===== config.mk =====
export PLATFORM = sky130hd
export DESIGN_NAME = rv_commit_trace
export DESIGN_NICKNAME = d
export VERILOG_FILES = /design/src/rtl/rv_commit_trace.sv
export SDC_FILE = /design/constraint.sdc
export NUM_CORES = 1
export LEC_CHECK = 0
export CAP_MARGIN = 25
export CORE_UTILIZATION = 35
export DETAILED_ROUTE_END_ITERATION = 10
export DONT_BUFFER_PORTS = 1
export GPL_TIMING_DRIVEN = 0
export PLACE_DENSITY_LB_ADDON = 0.2
export SETUP_SLACK_MARGIN = 0.1
export SYNTH_ARGS = -nofsm -noshare
export SYNTH_HDL_FRONTEND = slang
export SYNTH_SLANG_ARGS = --single-unit

===== constraint.sdc =====
create_clock -name clk -period 21.5 [get_ports clk]
set_clock_uncertainty 0.15 [all_clocks]
set_input_delay 2.15 -clock clk [delete_from_list [all_inputs] [get_ports clk]]
set_output_delay 2.15 -clock clk [all_outputs]
set_load 0.005 [all_outputs]

===== src/rtl/rv_commit_trace.sv =====
// Commit trace buffer: captures retired instructions into a circular buffer around a
// PC trigger, then drains the frozen window oldest-first over a valid/ready port.
module rv_commit_trace #(
  parameter int XLEN  = 32,
  parameter int DEPTH = 16,
  parameter int CW    = $clog2(DEPTH + 1)
) (
  input  logic            clk,
  input  logic            rst,
  input  logic            commit_valid,
  input  logic [XLEN-1:0] pc,
  input  logic [XLEN-1:0] inst,
  input  logic [4:0]      rd,
  input  logic            rfwenable,
  input  logic [XLEN-1:0] res,
  input  logic            arm,
  input  logic [XLEN-1:0] trig_pc,
  input  logic [CW-1:0]   post_count,
  output logic            rd_valid,
  input  logic            rd_ready,
  output logic [XLEN-1:0] rd_pc,
  output logic [XLEN-1:0] rd_inst,
  output logic [4:0]      rd_rd,
  output logic            rd_wb,
  output logic [XLEN-1:0] rd_res,
  output logic [1:0]      state,
  output logic [CW-1:0]   count,
  output logic            overflow
);

  localparam int AW = $clog2(DEPTH);

  // state | meaning
  // IDLE  | not capturing, commits ignored
  // ARMED | capturing into ring, waiting for trig_pc
  // POST  | capturing the post-trigger window
  // DONE  | frozen, draining via rd_*
  typedef enum logic [1:0] {IDLE = 2'd0, ARMED = 2'd1, POST = 2'd2, DONE = 2'd3} state_e;

  state_e          state_q, state_d;
  logic [AW-1:0]   wr_ptr_q, wr_ptr_d;
  logic [AW-1:0]   rd_ptr_q, rd_ptr_d;
  logic [CW-1:0]   count_q, count_d;
  logic            overflow_q, overflow_d;
  logic [XLEN-1:0] trig_pc_q, trig_pc_d;
  logic [CW-1:0]   post_q, post_d;
  logic [CW-1:0]   remaining_q, remaining_d;
  logic            we;

  logic [XLEN-1:0] mem_pc_q   [DEPTH];
  logic [XLEN-1:0] mem_inst_q [DEPTH];
  logic [4:0]      mem_rd_q   [DEPTH];
  logic            mem_wb_q   [DEPTH];
  logic [XLEN-1:0] mem_res_q  [DEPTH];

  always_comb begin
    state_d     = state_q;
    wr_ptr_d    = wr_ptr_q;
    rd_ptr_d    = rd_ptr_q;
    count_d     = count_q;
    overflow_d  = overflow_q;
    trig_pc_d   = trig_pc_q;
    post_d      = post_q;
    remaining_d = remaining_q;
    we          = 1'b0;

    if (arm) begin
      state_d     = ARMED;
      wr_ptr_d    = '0;
      rd_ptr_d    = '0;
      count_d     = '0;
      overflow_d  = 1'b0;
      remaining_d = '0;
      trig_pc_d   = trig_pc;
      post_d      = (post_count > CW'(DEPTH - 1)) ? CW'(DEPTH - 1) : post_count;
    end else begin
      case (state_q)
        ARMED, POST: begin
          if (commit_valid) begin
            we       = 1'b1;
            wr_ptr_d = wr_ptr_q + AW'(1);
            // Full ring: the write lands on the oldest entry, so the read side slips forward.
            if (count_q == CW'(DEPTH)) begin
              rd_ptr_d = rd_ptr_q + AW'(1);
              if (state_q == ARMED) overflow_d = 1'b1;
            end else begin
              count_d = count_q + CW'(1);
            end
            if (state_q == ARMED) begin
              if (pc == trig_pc_q) begin
                if (post_q == '0) begin
                  state_d = DONE;
                end else begin
                  state_d     = POST;
                  remaining_d = post_q;
                end
              end
            end else begin
              remaining_d = remaining_q - CW'(1);
              if (remaining_q == CW'(1)) state_d = DONE;
            end
          end
        end
        DONE: begin
          if ((count_q != '0) && rd_ready) begin
            rd_ptr_d = rd_ptr_q + AW'(1);
            count_d  = count_q - CW'(1);
          end
        end
        default: ;
      endcase
    end
  end

  always_ff @(posedge clk) begin
    if (rst) begin
      state_q     <= IDLE;
      wr_ptr_q    <= '0;
      rd_ptr_q    <= '0;
      count_q     <= '0;
      overflow_q  <= 1'b0;
      trig_pc_q   <= '0;
      post_q      <= '0;
      remaining_q <= '0;
    end else begin
      state_q     <= state_d;
      wr_ptr_q    <= wr_ptr_d;
      rd_ptr_q    <= rd_ptr_d;
      count_q     <= count_d;
      overflow_q  <= overflow_d;
      trig_pc_q   <= trig_pc_d;
      post_q      <= post_d;
      remaining_q <= remaining_d;
    end
  end

  // Trace RAM is deliberately not reset.
  always_ff @(posedge clk) begin
    if (we && !rst) begin
      mem_pc_q[wr_ptr_q]   <= pc;
      mem_inst_q[wr_ptr_q] <= inst;
      mem_rd_q[wr_ptr_q]   <= rd & {5{rfwenable}};
      mem_wb_q[wr_ptr_q]   <= rfwenable;
      mem_res_q[wr_ptr_q]  <= res;
    end
  end

  assign rd_valid = (state_q == DONE) && (count_q != '0);
  assign rd_pc    = mem_pc_q[rd_ptr_q];
  assign rd_inst  = mem_inst_q[rd_ptr_q];
  assign rd_rd    = mem_rd_q[rd_ptr_q];
  assign rd_wb    = mem_wb_q[rd_ptr_q];
  assign rd_res   = mem_res_q[rd_ptr_q];
  assign state    = state_q;
  assign count    = count_q;
  assign overflow = overflow_q;

endmodule


* Word-level counts from Yosys, hierarchy flattened
Memories as Yosys holds them, arrays and structs flattened. A register that Yosys moved wholly into a read port is not among the register bits. Index checks and enable logic that the tools add are counted.
Storage, ports and cells: output and inout bits 111, bits of input ports 144, RAM bits 1632, memories 5, word-level logic and storage cells 88, register bits after elaboration 58
Memories:
- mem_inst_q | depth 16, width 32, read ports 1, clocked after Yosys merged registers in 1, write ports 1, line 51 | logic [XLEN-1:0] mem_inst_q [DEPTH];
- mem_pc_q | depth 16, width 32, read ports 1, clocked after Yosys merged registers in 1, write ports 1, line 50 | logic [XLEN-1:0] mem_pc_q [DEPTH];
- mem_res_q | depth 16, width 32, read ports 1, clocked after Yosys merged registers in 1, write ports 1, line 54 | logic [XLEN-1:0] mem_res_q [DEPTH];
- mem_rd_q | depth 16, width 5, read ports 1, clocked after Yosys merged registers in 1, write ports 1, line 52 | logic [4:0] mem_rd_q [DEPTH];
- mem_wb_q | depth 16, width 1, read ports 1, clocked after Yosys merged registers in 1, write ports 1, line 53 | logic mem_wb_q [DEPTH];
Operators by class: magnitude comparators 1, $add $sub $neg 5, bitwise operators 1, reductions and logical operators 20, equal/unequal tests 13, multiplexer cells 34
Operators with widths (count):
- $mux W4 | 13
- $mux W5 | 7
- $eq A32 B32 Y1 | 1
- $reduce_and A4 Y1 | 6
- $ne A2 B2 Y1 const B | 5
- $pmux W5 S2 | 1
- $sub A5 B1 Y5 const B | 2
- $mux W1 | 9
- $add A4 B1 Y4 const B | 2
- $pmux W4 S2 | 1
- $reduce_bool A2 Y1 | 4
- $mux W2 | 3
- $add A5 B1 Y5 const B | 1
- $and A5 B5 Y5 | 1
- $eq A5 B1 Y1 const B | 1
- $eq A5 B5 Y1 const B | 1
- $gt A5 B4 Y1 const B | 1
- $logic_not A5 Y1 | 1
- $reduce_bool A5 Y1 | 1
- $eq A2 B2 Y1 const B | 2
- $reduce_or A2 Y1 | 2
- $logic_and A1 B1 Y1 | 3
- $ne A3 B2 Y1 const B | 1
- $reduce_bool A3 Y1 | 1
- 4 further kinds | 4

* Longest topological paths before layout
depth after elaboration 7, gate-level depth with buffers 9, depth with buffers taken out 8

* Worst setup path after synthesis
Ideal clock, no wire load.
path type input -> register, start point input port commit_valid, end point memory mem_inst_q[2][0], enable pin, buffers on the path 2, library setup time 0.688 ns, stages on the path 5, data required time 20.662 ns, path slack 10.753 ns, arrival 9.909 ns, cell sequence nor2b_1 clkbuf_1 buf_1 nand3_1 nor3_1
Between the ends: cells in the longest elaborated chain, start to end 6
Ends and longest elaborated chain:
- from (decl) | line 10 | input logic commit_valid,
- $mux W1 | line 79 | if (commit_valid) begin
- $mux W1 | line 77 | case (state_q)
- $mux W1 | line 67 | if (arm) begin
- $logic_and A1 B1 Y1 | line 139 | if (we && !rst) begin
- $mux W1 | line 139
- $mux W1 (not written as such) | line 141 | mem_inst_q[wr_ptr_q] <= inst;
- to (decl) | line 51
No other way between the ends.

==> out/metrics.csv <==
stage,metric,value,unit
critical_path,rrSetupSlack,17.03,ns
clock_network,cts.clk_slew.worst_paths,0.06,ns
clock_network,hold_buffers,0,
clock_network,cts_buffers,175,
critical_path,crit_chain,"buf_2, clkbuf_1, buf_8, clkbuf_1, mux4_2, mux4_2",
critical_path,cp-end-kind,output pin,
pwr,leakage,22.88,nW
global_route,grt_max_degree,22,
placed_design,dp_hpwl,111.1,mm
die,num_io_pins,255,
final_layout,nFillCells,15330,
pwr,peakVddDrop,0.00007882,V
global_route,grt_use_total,18.23,%
placed_design,placed_area,69810,sq um
drt,wl_per_cell,30.85,microns
global_route,grt_pass1_wl,235.8,mm
worst_hold_path,hold_end,post_q[4],
critical_path,crit_path_start_kind,register,
clock_network,post-cts-setup-buffer-count,0,
final_layout,fin_cells,5448,
final_layout,register_area,50250,sq um
final_layout,drive_gt1_share,31.82,%
synthesis,synthesis.instances,2599,
sta,worst_slew_pin_slew,1.144,ns
worst_hold_path,min_path_type,register to register,
worst_hold_path,holdPathStages,1,
worst_hold_path,min_from,post_q[4],
pwr,clockPowerShare,44.9,%
sta,rsz0062_at_grt,no,
synthesis,ys_top_cells_by_count,"edfxtp_1 (1632), mux4_2 (510), nor2_1 (77), clkbuf_1 (66), dfxtp_1 (62)",
critical_path,crit_path_max_fanout,10,
drt,first_iter_violations,2521,
drt,viasPerCell,5.291,
clock_network,tritoncts,done,
drt,ant_nets,0,
die,die_w,430.2,microns
synthesis,syn_avg_cell_area,24.69,sq um
die,placementRows,156,
die,initial_core_util,35.38,%
critical_path,worstSetupPathType,register to output pin,
pwr,power_switching,1.321,mW
sta,finalCritPeriodShare,29.86,%
synthesis,ys_warn_count,0,
clock_network,cts_resized,0,
critical_path,slowest_delay,0.75,ns
pwr,sw_frac_of_total,19.71,%
critical_path,worstPathRequired,19.20,ns
sta,period_minus_slack,6.420,ns
pwr,combPwrFrac,1.0,%
pwr,p_int,5.383,mW
pwr,seqPwrFrac,54.1,%
synthesis,synth_seq_area_share,78.32,%
critical_path,reg2reg_to,mem_res_q[1][29],
synthesis,async_reset_ff_share,0,%
critical_path,arrival,4.12,ns
sta,slew_violations,0,
final_layout,area_delta_synth_final,17.76,%
sta,whs,0.3530,ns
final_layout,stdcell_area,75550,sq um
drt,routed-via-count,28830,
synthesis,netlist_top_cells_area,"edfxtp_1 (76%), mux4_2 (18%), dfxtp_1 (1.9%)",
die,dieArea,185000,sq um
clock_network,cts_max_level,4,
sta,fmax,155.8,MHz
synthesis,netlist_area,64160,sq um
final_layout,multi_input_area,13360,sq um
clock_network,clkLatencyLatePin,0.81,ns
synthesis,synth_ff_type,edfxtp_1,
synthesis,ys_ff_latch,1694,
final_layout,nets,3088,
die,die_h,430.2,microns
placed_design,portBuffers,0,
drt,drtPass1Iterations,5,
clock_network,root_buffer,clkbuf_16,
synthesis,syn-num-nets,2757,
critical_path,crit_slowest_cell,clkbuf_1,
sta,setup_viol,0,
pwr,power.density,88.73,nW/um^2
synthesis,synth_top_area_share,76.38,%
die,coreArea,181300,sq um
critical_path,r2r_start,state[1],
synthesis,synth.distinct_cells,43,
synthesis,synth_area_leader_cell,edfxtp_1,
sta,slew_headroom,23.74,%
global_route,antenna_found_initial,9,
placed_design,gp_congestion,0.7454,
drt,drc,0,
clock_network,cts_max_path_buffers,3,
synthesis,synth-edff-count,1632,
outcome,status,finished clean,
drt,wl,168.1,mm
global_route,gr-total-overflow,0,
job,drv_cap,0,
synthesis,synth_most_common_cell,edfxtp_1,
global_route,grt_pass1_vias,31110,
placed_design,post-place-cells,5123,
sta,finalHoldViolations,0,
critical_path,rr_worst_depth,14,
clock_network,cts.sinks,1694,
[worst max-delay path: cells and delay by family, from the launching register on]
kind	cells	cell delay [ns]
buffers and inverters	4	1.97
flip-flops	1	0.35
multiplexers	2	0.98
[metrics by stage]
| stage | setup WS, ns | TNS [ns] | power, mW | utilization, % |
|---|---|---|---|---|
| finish | 15.08 | 0 | 6.704 | 41.67 |
| global route | 14.91 | 0 | 6.885 | 41.67 |
| CTS | 14.90 | 0 | 6.767 | 41.67 |
| detailed placement | 15.65 | 0 | 3.767 | 38.50 |
| global placement | -0.6327 | -204.41 | 3.765 | 37.02 |
| floorplan | 10.75 | 0 | 3.743 | - |
[cells by family after synthesis]
family | after synthesis | share of synthesized area, %
DFF | 1694 | 78.32
muxes | 545 | 18.45
buffers and inverters | 137 | 1.043
and+or+nand+nor | 133 | 0.9517
xor gates and xnor gates | 43 | 0.5870
AOI/OAI and AO/OA | 33 | 0.3705
adders and majority gates | 14 | 0.2847
[layer usage]
metal  part of all wire, %  track usage [%]
met4                   1.7            4.128
met3                   6.7            4.425
met2                    52            31.86
met5                 0.016                0
met1                    40            22.79
[power groups by stage]
stage	clock, mW	sequential (mW)	combinational [mW]
after floorplan	0	3.70	0.0447
after global placement	0	3.70	0.0632
after detailed placement	0	3.70	0.0676
after CTS	3.07	3.63	0.0678
after global routing	3.18	3.63	0.0720
final	3.01	3.63	0.0660
[layout make-up]
type	count	share of cell area, %
sequential	1694	66.51
multi-input combinational	768	17.68
clock buffer	203	5.963
tap	2370	3.925
timing repair buffer	154	3.395
clock inverter	121	1.638
buffer	131	0.8562
inverter	6	0.02981
antenna	1	0.003312
[registers in the layout (all words and copies together), names as in the netlist, named ones only]
name         cells
trig_pc_q       32
mem_rd_q        80
state            2
rd_ptr_q         4
mem_wb_q        16
remaining_q      5
wr_ptr_q         4
mem_inst_q     512
mem_pc_q       512
mem_res_q      512
post_q           5
overflow         1
count            5
[cell usage in the layout (no fill, tap or decap), drive strengths merged, types with 2 or more instances in the layout]
master and n:
nor2 77, nand3 6, buf 219, clkinvlp 6
dfxtp 62, nor4 10, ha 13, nand2 7
nor3 7, xor2 37, or4 2, clkbuf 269
o21ai 2, edfxtp 1632, o2111ai 3, inv 15
a21o 2, xnor2 6, nor2b 4, clkinv 88
nand2b 5, o22ai 4, and2 6, a32o 4
bufinv 18, a211oi 2, nand4 6, mux2i 35
mux4 510, a21oi 8
[worst max path at each step]
stage | cells past startpoint | slack [ns] | startpoint | endpoint
final | 6 | 15.08 | register | rd_res[1]
after CTS | 6 | 14.90 | register | rd_pc[28]
after global routing | 6 | 14.91 | register | rd_pc[30]
after floorplan | 5 | 10.75 | commit_valid | mem_inst_q[2][0]
after global placement | 5 | -0.63 | commit_valid | mem_res_q[0][14]
after detailed placement | 12 | 15.65 | commit_valid | mem_res_q[1][29]
Note: power is estimated with default switching activity, not from simulation.
